File: src/rtl/cc_cond_unit_pkg.sv
// Shared constants for the Y86-64 execute-stage condition-code unit:
// operand width, CC bit layout, icode/condition encodings and reset values.
package cc_cond_unit_pkg;

  localparam int QWORD = 64;

  // CC register layout: {ZF, SF, OF}
  localparam int ZF = 2;
  localparam int SF = 1;
  localparam int OF = 0;

  localparam logic [2:0] CC_RESET = 3'b100;
  localparam logic [3:0] RNONE    = 4'hF;

  typedef enum logic [3:0] {
    INOP    = 4'h1,
    ICMOVXX = 4'h2,
    IOPQ    = 4'h6,
    IJXX    = 4'h7
  } icodeT;

  typedef enum logic [3:0] {
    C_YES = 4'h0,
    C_LE  = 4'h1,
    C_L   = 4'h2,
    C_E   = 4'h3,
    C_NE  = 4'h4,
    C_GE  = 4'h5,
    C_G   = 4'h6
  } condT;

endpackage

File: src/rtl/cc_cond_unit_cond_eval.sv
// Combinational jXX/cmovXX condition evaluator over the {ZF,SF,OF} flags.
module cond_eval
  import cc_cond_unit_pkg::*;
(
  input  logic [2:0] cc,
  input  logic [3:0] ifun,
  output logic       cnd
);

  logic zf;
  logic lessThan;

  assign zf       = cc[ZF];
  assign lessThan = cc[SF] ^ cc[OF];

  always_comb begin
    cnd = 1'b0;
    case (ifun)
      C_YES:   cnd = 1'b1;
      C_LE:    cnd = lessThan | zf;
      C_L:     cnd = lessThan;
      C_E:     cnd = zf;
      C_NE:    cnd = ~zf;
      C_GE:    cnd = ~lessThan;
      C_G:     cnd = ~lessThan & ~zf;
      default: cnd = 1'b0;
    endcase
  end

endmodule

File: src/rtl/cc_cond_unit.sv
// Execute-stage CC register, condition resolution and E->M pipeline register.
// Optional jXX taken/not-taken counters are built when CC_PERF_EN is defined.
module cc_cond_unit
  import cc_cond_unit_pkg::*;
(
  input  logic             clk,
  input  logic             rst,
  input  logic             e_valid,
  input  logic [3:0]       e_icode,
  input  logic [3:0]       e_ifun,
  input  logic [2:0]       alu_cc,
  input  logic [QWORD-1:0] e_valE,
  input  logic [QWORD-1:0] e_valA,
  input  logic [3:0]       e_dstE,
  input  logic [3:0]       e_dstM,
  input  logic             m_stat_bad,
  input  logic             w_stat_bad,
  input  logic             m_stall,
  input  logic             m_bubble,
  output logic             set_cc,
  output logic [2:0]       cc_q,
  output logic             e_cnd,
  output logic [3:0]       e_dstE_eff,
  output logic             M_valid,
  output logic [3:0]       M_icode,
  output logic             M_cnd,
  output logic [QWORD-1:0] M_valE,
  output logic [QWORD-1:0] M_valA,
  output logic [3:0]       M_dstE,
  output logic [3:0]       M_dstM,
  output logic [31:0]      jxx_taken_cnt,
  output logic [31:0]      jxx_nt_cnt
);

  logic rawCnd;
  logic isJxx;
  logic isCmov;
  logic loadM;

  // Conditions always read the registered flags; an OPq one slot ahead has
  // already committed them, so no bypass from alu_cc is required.
  cond_eval uCondEval (
    .cc   (cc_q),
    .ifun (e_ifun),
    .cnd  (rawCnd)
  );

  assign isJxx  = (e_icode == IJXX);
  assign isCmov = (e_icode == ICMOVXX);

  assign e_cnd      = (isJxx | isCmov) & rawCnd;
  assign e_dstE_eff = (isCmov && !e_cnd) ? RNONE : e_dstE;

  assign set_cc = e_valid & (e_icode == IOPQ) & ~m_stat_bad & ~w_stat_bad & ~m_stall;
  assign loadM  = ~m_stall & ~m_bubble & e_valid;

  always_ff @(posedge clk or posedge rst) begin
    if (rst) begin
      cc_q <= CC_RESET;
    end else if (set_cc) begin
      cc_q <= alu_cc;
    end
  end

  always_ff @(posedge clk or posedge rst) begin
    if (rst) begin
      M_valid <= 1'b0;
      M_icode <= INOP;
      M_cnd   <= 1'b0;
      M_valE  <= '0;
      M_valA  <= '0;
      M_dstE  <= RNONE;
      M_dstM  <= RNONE;
    end else if (m_stall) begin
      M_valid <= M_valid;
    end else if (!loadM) begin
      M_valid <= 1'b0;
      M_icode <= INOP;
      M_cnd   <= 1'b0;
      M_valE  <= '0;
      M_valA  <= '0;
      M_dstE  <= RNONE;
      M_dstM  <= RNONE;
    end else begin
      M_valid <= 1'b1;
      M_icode <= e_icode;
      M_cnd   <= e_cnd;
      M_valE  <= e_valE;
      M_valA  <= e_valA;
      M_dstE  <= e_dstE_eff;
      M_dstM  <= e_dstM;
    end
  end

`ifdef CC_PERF_EN
  logic [31:0] takenCnt;
  logic [31:0] notTakenCnt;

  always_ff @(posedge clk or posedge rst) begin
    if (rst) begin
      takenCnt    <= '0;
      notTakenCnt <= '0;
    end else if (loadM && isJxx) begin
      if (e_cnd) begin
        if (takenCnt != '1) takenCnt <= takenCnt + 32'd1;
      end else begin
        if (notTakenCnt != '1) notTakenCnt <= notTakenCnt + 32'd1;
      end
    end
  end

  assign jxx_taken_cnt = takenCnt;
  assign jxx_nt_cnt    = notTakenCnt;
`else
  assign jxx_taken_cnt = '0;
  assign jxx_nt_cnt    = '0;
`endif

endmodule

File: config.mk
export PLATFORM = sky130hd
export DESIGN_NAME = cc_cond_unit
export DESIGN_NICKNAME = d
export VERILOG_FILES = /design/src/rtl/cc_cond_unit_pkg.sv /design/src/rtl/cc_cond_unit_cond_eval.sv /design/src/rtl/cc_cond_unit.sv
export SDC_FILE = /design/constraint.sdc
export NUM_CORES = 1
export LEC_CHECK = 0
export BUFFER_PORTS_ARGS = -buffer_cell sky130_fd_sc_hd__clkbuf_2
export CORE_AREA = 2 2 142 144
export CTS_CLUSTER_SIZE = 16
export DETAILED_ROUTE_END_ITERATION = 10
export DIE_AREA = 0 0 144 146
export HOLD_SLACK_MARGIN = 0.03
export PLACE_DENSITY = 0.68
export SLEW_MARGIN = 10
export SYNTH_ARGS = -nofsm -noshare
export SYNTH_HDL_FRONTEND = slang
export SYNTH_SLANG_ARGS = --single-unit
File: constraint.sdc
create_clock -name clk -period 13 [get_ports clk]
set_clock_uncertainty 0.2 [all_clocks]
set_input_delay 2.6 -clock clk [delete_from_list [all_inputs] [get_ports clk]]
set_output_delay 2.6 -clock clk [all_outputs]
set_load 0.1 [all_outputs]
=== Word level (Yosys, flattened, before mapping) ===
Cells that the tools add are included.

* Equal/unequal tests: 9
* Mux-type cells: 9
* Bitwise gates (word level): 17
* Reductions and logical operators: 3

{| class="wikitable"
|+ Operator list
! kind !! number
|-
| 64-bit 2-to-1 mux || 2
|-
| 4-bit by 3-bit equality test with 1-bit output, second input constant || 5
|-
| 4-bit 2-to-1 mux || 4
|-
| 4-bit by 2-bit equality test with 1-bit output, second input constant || 3
|-
| 1-bit AND || 8
|-
| 1-bit case mux with 7 select lines || 1
|-
| 1-bit inverter || 6
|-
| 4-bit by 1-bit equality test with 1-bit output, second input constant || 1
|-
| 4-bit logical NOT || 1
|-
| 1-bit 2-to-1 mux || 2
|-
| 1-bit OR || 2
|-
| 1-bit logical AND || 1
|-
| 1-bit logical NOT || 1
|-
| 1-bit bitwise XOR || 1
|}

* Register bits: 145
* Input port bits: 154
* Output and inout bits: 215
* Logic and storage cells: 46

=== Depth between registers and ports, before layout ===
Gate-level depths: netlist of run 1.

* Depth after elaboration: 9
* Depth in mapped cells: 6
* Gate-level depth less buffers: 4

=== Cells and area by module ===
Synthesis of run 1 repeated with hierarchy kept, for this count alone.

* Cell total of the unflattened synthesis: 413
* Area total of the unflattened synthesis: 5801.8 um^2

{| class="wikitable"
|+ Modules (own cells, without submodules)
! module !! times used !! cells an instance !! area each (um^2) !! sequential area each (um^2)
|-
| cc_cond_unit || 1 || 403 || 5720.5 || 3641.0
|-
| cond_eval || 1 || 10 || 81.3 || 0.0
|}

=== Least setup slack after synthesis of run 1 ===
No wires, ideal clock.

* Kind: input-to-output
* Start: in e_ifun[0]
* End: out e_dstE_eff[0]
* Arrival time: 4597 ps
* Required time: 10200 ps
* Setup slack: 5603 ps
* Cell stages on the path: 4
* Path buffers: 0
* Cells stage by stage: nand2b_1 > a211oi_1 > a211oi_2 > o21bai_1

* Word-level cells in the longest chain between the ends: 6
* Elaborated cells between the ends (all ways): 12
* Those cells by class: eq/ne: 6; mux: 2; bitwise: 1; reduce/logical: 3

{| class="wikitable"
|+ Ends and longest elaborated chain
! what !! line !! text
|-
| start: declaration || cc_cond_unit.sv:10 || <nowiki>input logic [3:0] e_ifun,</nowiki>
|-
| 4-bit by 3-bit equality test with 1-bit output, or another cell as far along || cc_cond_unit_cond_eval.sv:18 || <nowiki>case (ifun)</nowiki>
|-
| 1-bit case mux with 7 select lines * || cc_cond_unit_cond_eval.sv:18 ||
|-
| 1-bit AND * || cc_cond_unit.sv:51 || <nowiki>assign e_cnd = (isJxx | isCmov) & rawCnd;</nowiki>
|-
| 1-bit logical NOT * || cc_cond_unit.sv:52 || <nowiki>assign e_dstE_eff = (isCmov && !e_cnd) ? RNONE : e_dstE;</nowiki>
|-
| 1-bit logical AND * || cc_cond_unit.sv:52 ||
|-
| 4-bit 2-to-1 mux * || cc_cond_unit.sv:52 ||
|-
| end: declaration || cc_cond_unit.sv:23 || <nowiki>output logic [3:0] e_dstE_eff,</nowiki>
|}

Every way passes the cells marked *; elsewhere a longest branch is shown, timed or not.

=== Worst setup path after layout of run 1 ===
* Start: in e_icode[3]
* End: out e_cnd

* Word-level cells in the longest chain between the ends: 3
* Elaborated cells between the ends (all ways): 4
* Those cells by class: eq/ne: 2; bitwise: 2

{| class="wikitable"
|+ Ends and longest elaborated chain
! what !! line !! text
|-
| start: declaration || cc_cond_unit.sv:9 || <nowiki>input logic [3:0] e_icode,</nowiki>
|-
| 4-bit by 3-bit equality test with 1-bit output / 4-bit by 2-bit equality test with 1-bit output (equally long branches) || cc_cond_unit.sv:48, cc_cond_unit.sv:49 ||
|-
| 1-bit OR * || cc_cond_unit.sv:51 ||
|-
| 1-bit AND * || cc_cond_unit.sv:51 ||
|-
| end: declaration || cc_cond_unit.sv:22 || <nowiki>output logic e_cnd,</nowiki>
|}

Marks and branches as above.

==> results of run 1 <==
## per-layer routing
layer  up-vias  part of all wire  track usage
li1       2059                 -            -
met1      2106              0.41        0.178
met2       229              0.49        0.251
met3        15             0.085       0.0503
met4         0             0.015       0.0505
met5         -                 0            0
## tightest hold or removal path: cells and delay by family, from the launching register on
family        cells  cell delay, ps
simple gates      2             110
flops             1             350
## final timing paths
| kind | from | end | slack, ps | cells past startpoint |
|---|---|---|---|---|
| min in group asynchronous | rst | M_valA[16] | 2080 | 2 |
| max reg2reg | cc_q[0] | M_cnd | 11290 | 4 |
| max in group asynchronous | rst | M_valE[37] | 9190 | 3 |
| min reg2reg | M_valid | M_valid | 290 | 2 |
| max | e_icode[3] | e_cnd | 6130 | 6 |
| min | M_valid | M_valid | 290 | 2 |
## final cells by class
class                   count  area, µm²  share of cell area
flip-flops and latches    145       3640               0.460
multi-input cells         246       1760               0.223
repair buffers            308       1550               0.197
clock buffers              18        439              0.0555
well taps                 265        332              0.0419
clock inverters            14        165              0.0209
inverters                   3       16.3             0.00206
## registers in the layout, summed over array words and instances (netlist names)
register / cells
M_valid: 1
M_dstE: 4
M_dstM: 4
M_cnd: 1
M_valE: 64
M_icode: 4
M_valA: 64
cc_q: 3
## synthesized netlist by cell type, types with 2 or more instances
cell / instances / area share
buf_1: 4 / 0.0026
nor2_1: 6 / 0.0039
dfstp_2: 10 / 0.045
nand2b_1: 4 / 0.0043
o22ai_1: 4 / 0.0043
nor3b_1: 3 / 0.0039
o22a_1: 5 / 0.0075
a31oi_1: 4 / 0.0043
a22o_1: 131 / 0.20
buf_4: 72 / 0.093
clkbuf_1: 10 / 0.0065
o21bai_1: 4 / 0.0052
inv_1: 2 / 0.0013
buf_2: 8 / 0.0069
mux2_2: 3 / 0.0058
dfrtp_1: 135 / 0.58
nand2_1: 3 / 0.0019
## through the flow
stage / cell area (µm²) / power [W] / setup slack, ps / utilization
finish: 7910 / 0.00138 / 6130 / 0.409
global route: 7910 / 0.00143 / 6000 / 0.409
CTS: 7910 / 0.00140 / 6120 / 0.409
detailed placement: 7300 / 0.000888 / 6140 / 0.378
global placement: 7300 / 0.000885 / 6130 / 0.378
floorplan: 6040 / 0.000834 / 5600 / -
## where the power goes
group          total, W  leakage, nW  internal (W)  switching (W)
sequential     0.000493         1.93      0.000478      0.0000149
combinational  0.000385         2.14     0.0000557       0.000329
clock          0.000500        0.297      0.000295       0.000205
## cells by family after synthesis
kind of cell | synth area share
compound gates | 0.228
other cells | 0.000646
xor+xnor | 0.00302
simple gates | 0.0241
buf+inv | 0.111
mux | 0.00582
flops | 0.627
==> results.toml, run 1 <==
[logic_synthesis]
synth_area_per_cell_um2 = 13.7
synthArstFlopShare = 1.00
ys_ff_latch = 145
ys_seq_area_frac = 0.627
syn_inst = 425
ys_types = 34
ys.warnings.count = 0
synth_ff_type = "dfrtp_1"
synth.cell_area_um2 = 5800
synth-edff-count = 0

[timing]
finalMaxSlewViolations = 0
hold_slack_ps = 285
setup_viol = 0
tightest_slew_ps = 987
grt_setup_unrepaired = "no"
fin_crit_sh = 0.528
finalCriticalPeriod_ps = 6870
tns_ps = 0
clock.fmax_mhz = 146
max_slew_margin = 0.342
hold_viol = 0

[power]
irDropWorstVdd_mv = 0.0794
leakagePower_nw = 4.36
power_density_nw_per_um2 = 174

[global_route]
grt_max_degree = 91
grt_pass1_wl_um = 24200
grtUsageTotal = 0.149
antenna_found_initial = 0
first_global_vias = 4445
grt_remaining_overflow = 0

[final_layout]
final_common_cell = "clkbuf_2"
area.growth.synth_to_final_pct = 36.3
nNetsFinal = 875
num_antenna_cells = 0
drive_gt1_frac = 0.488
layoutNonFillerInstCount = 999
final_cell_mix = "clkbuf_2, dfrtp_1, a22o_1"
n_fill_cell = 1904

[detailed_routing]
first_pass_iters = 4
drc = 0
vias_per_cell = 4.41
dr_total_vias = 4409
antenna_left = 0
routed_wl_um = 16000
drt_iter0_markers = 173
wl_per_cell_um = 16.0

[worst_setup_path]
crit_slowest_cell = "clkbuf_2"
worstSetupEndpointType = "primary output"
max_stage_delay_ps = 450
cp-start-kind = "input pin"
critPathRequiredTime_ps = 10200
timing.critical_path.mode_cell = "clkbuf_2"
path_max_fanout = 6
worstSetupPathType = "input pin to primary output"
path_cells = "clkbuf_2 > nor3b_1 > o21ai_0 > a211oi_2 > and2_1 > clkbuf_2"
crit_family = "buffers and inverters"
arrival_ps = 4070
crit_buf_inv = 2

[run_status]
status = "finished clean"

[clock_tree]
numCtsBuffers = 17
cts_tree = "built"
cts_buffer_depth = 2
clk_latency_ps = 410
htreeDepth = 4
post_cts_buffers = 0
clock_tree.root_cell = "clkbuf_16"
cts_resized = 0
clock-sinks = 145
path_clk_slew_ps = 60
holdBufCountCts = 0

[die]
die_w_um = 144
num_rows = 51
die-area_um2 = 21000
start_util = 0.300
fp.dieH_um = 146
fp.coreArea_um2 = 19300
num_io_pins = 369

[placed_design]
portBuffers = 304
placedCellCount = 967
gpl.final_weighted_congestion = 0.746
hpwl_um = 11600

[hold_path]
hp-class = "flop to flop"

[run]
cap_violations = 0
(Power assumes the default switching activity.)
==> run 2: changes to the inputs <==
--- a/config.mk
+++ b/config.mk
@@ -6,12 +6,12 @@
 export NUM_CORES = 1
 export LEC_CHECK = 0
 export BUFFER_PORTS_ARGS = -buffer_cell sky130_fd_sc_hd__clkbuf_2
-export CORE_AREA = 2 2 142 144
+export CORE_AREA = 2 2 143 145
 export CTS_CLUSTER_SIZE = 16
 export DETAILED_ROUTE_END_ITERATION = 10
-export DIE_AREA = 0 0 144 146
+export DIE_AREA = 0 0 145 147
 export HOLD_SLACK_MARGIN = 0.03
-export PLACE_DENSITY = 0.68
+export PLACE_DENSITY = 0.69
 export SLEW_MARGIN = 10
 export SYNTH_ARGS = -nofsm -noshare
 export SYNTH_HDL_FRONTEND = slang
==> constraint.sdc (replaced) <==
create_clock -name clk -period 5.7 [get_ports clk]
set_clock_uncertainty 0.2 [all_clocks]
set_input_delay 1.14 -clock clk [delete_from_list [all_inputs] [get_ports clk]]
set_output_delay 1.14 -clock clk [all_outputs]
set_load 0.1 [all_outputs]
==> results.toml, run 2 (synthesis results as in run 1) <==
[run_status]
status = "finished clean"

[die]
die-area_um2 = 21300
num_io_pins = 369
num_rows = 52
start_util = 0.292
fp.dieH_um = 147
die_w_um = 145
fp.coreArea_um2 = 19800

[final_layout]
layoutNonFillerInstCount = 1005
drive_gt1_frac = 0.487
finalInstanceArea_um2 = 7880
n_fill_cell = 1917
top_regs = "M_valA (64), M_valE (64)"
nNetsFinal = 876
final_cell_mix = "clkbuf_2, dfrtp_1, a22o_1"
final_common_cell = "clkbuf_2"
num_antenna_cells = 0
area.growth.synth_to_final_pct = 35.8

[placed_design]
hpwl_um = 11700
placedCellCount = 973
gpl.final_weighted_congestion = 0.740
portBuffers = 304
placed_area_um2 = 7320

[worst_setup_path]
critPathRequiredTime_ps = 4360
rr_endpoint = "M_cnd"
ff2ff_setup_slack_ps = 4030
regToRegStartpoint = "cc_q[0]"
cp-start-kind = "input pin"
worstSetupEndpointType = "primary output"
arrival_ps = 2590
rr_worst_depth = 4
worstSetupPathType = "input pin to primary output"
path_max_fanout = 6

[global_route]
grt_remaining_overflow = 0
antenna_found_initial = 0
grtUsageTotal = 0.149
grt_pass1_wl_um = 24700
grt_max_degree = 73
first_global_vias = 4326

[clock_tree]
clock-sinks = 145
clk_latency_ps = 420
post_cts_buffers = 0
cts_buffer_depth = 2
numCtsBuffers = 17
cts_tree = "built"
htreeDepth = 4
clock_tree.root_cell = "clkbuf_16"
holdBufCountCts = 0
cts_resized = 0
path_clk_slew_ps = 60

[timing]
finalCriticalPeriod_ps = 3930
finalMaxSlewViolations = 0
grt_setup_unrepaired = "no"
tightest_slew_ps = 791
clock.fmax_mhz = 254
setup_viol = 0
hold_viol = 0
tns_ps = 0
max_slew_margin = 0.473
fin_crit_sh = 0.689

[detailed_routing]
vias_per_cell = 4.50
drt_iter0_markers = 127
first_pass_iters = 4
wl_per_cell_um = 15.9
dr_total_vias = 4524
drc = 0
antenna_left = 0
routed_wl_um = 16000

[power]
irDropWorstVdd_mv = 0.181
leakagePower_nw = 4.34
power_density_nw_per_um2 = 389
finalPower_w = 0.00306

[hold_path]
hold_depth = 2
holdPathEnd = "M_valid"
min-delay-start = "M_valid"
hp-class = "flop to flop"

[run]
cap_violations = 0
run 2: worst max-delay path, cell delays in order:
cell      delay (ps)
clkbuf_2         110
nor3b_1          200
o21ai_0          160
a211oi_2         340
and2_1           190
clkbuf_2         450
run 2: worst max-delay path by stage:
stage	slack, ps	from	end
floorplan	480	rst	M_cnd
global placement	1690	m_stall	set_cc
global route	1620	e_icode[1]	e_cnd
CTS	1660	m_stall	set_cc
detailed placement	1660	m_stall	set_cc
finish	1770	e_icode[3]	e_cnd
run 2: layout make-up:
type                    instances  area, µm²  area share
flip-flops and latches        145       3640       0.462
multi-input cells             246       1760       0.223
repair buffers                309       1560       0.198
clock buffers                  19        443      0.0562
well taps                     270        338      0.0429
clock inverters                13        119      0.0151
inverters                       3       16.3     0.00206
run 2: per-layer routing:
metal,GRT usage,share of wire,routed length [µm],vias to the layer above
met5,0,0,0,-
met4,0.0569,0.017,273,0
met3,0.0429,0.074,1180,16
met2,0.240,0.49,7790,237
met1,0.191,0.42,6770,2213
li1,-,-,-,2058
run 2: power by group:
group | switching [W] | internal (W)
Combinational | 0.000749 | 0.000127
Clock | 0.000476 | 0.000586
Sequential | 0.0000354 | 0.00109
run 2: stage by stage:
step / setup WS, ps / hold WS, ps / util
global route: 1620 / 316 / 0.397
floorplan: 482 / 587 / -
detailed placement: 1660 / 272 / 0.369
CTS: 1660 / 294 / 0.397
finish: 1770 / 288 / 0.397
global placement: 1690 / 264 / 0.369
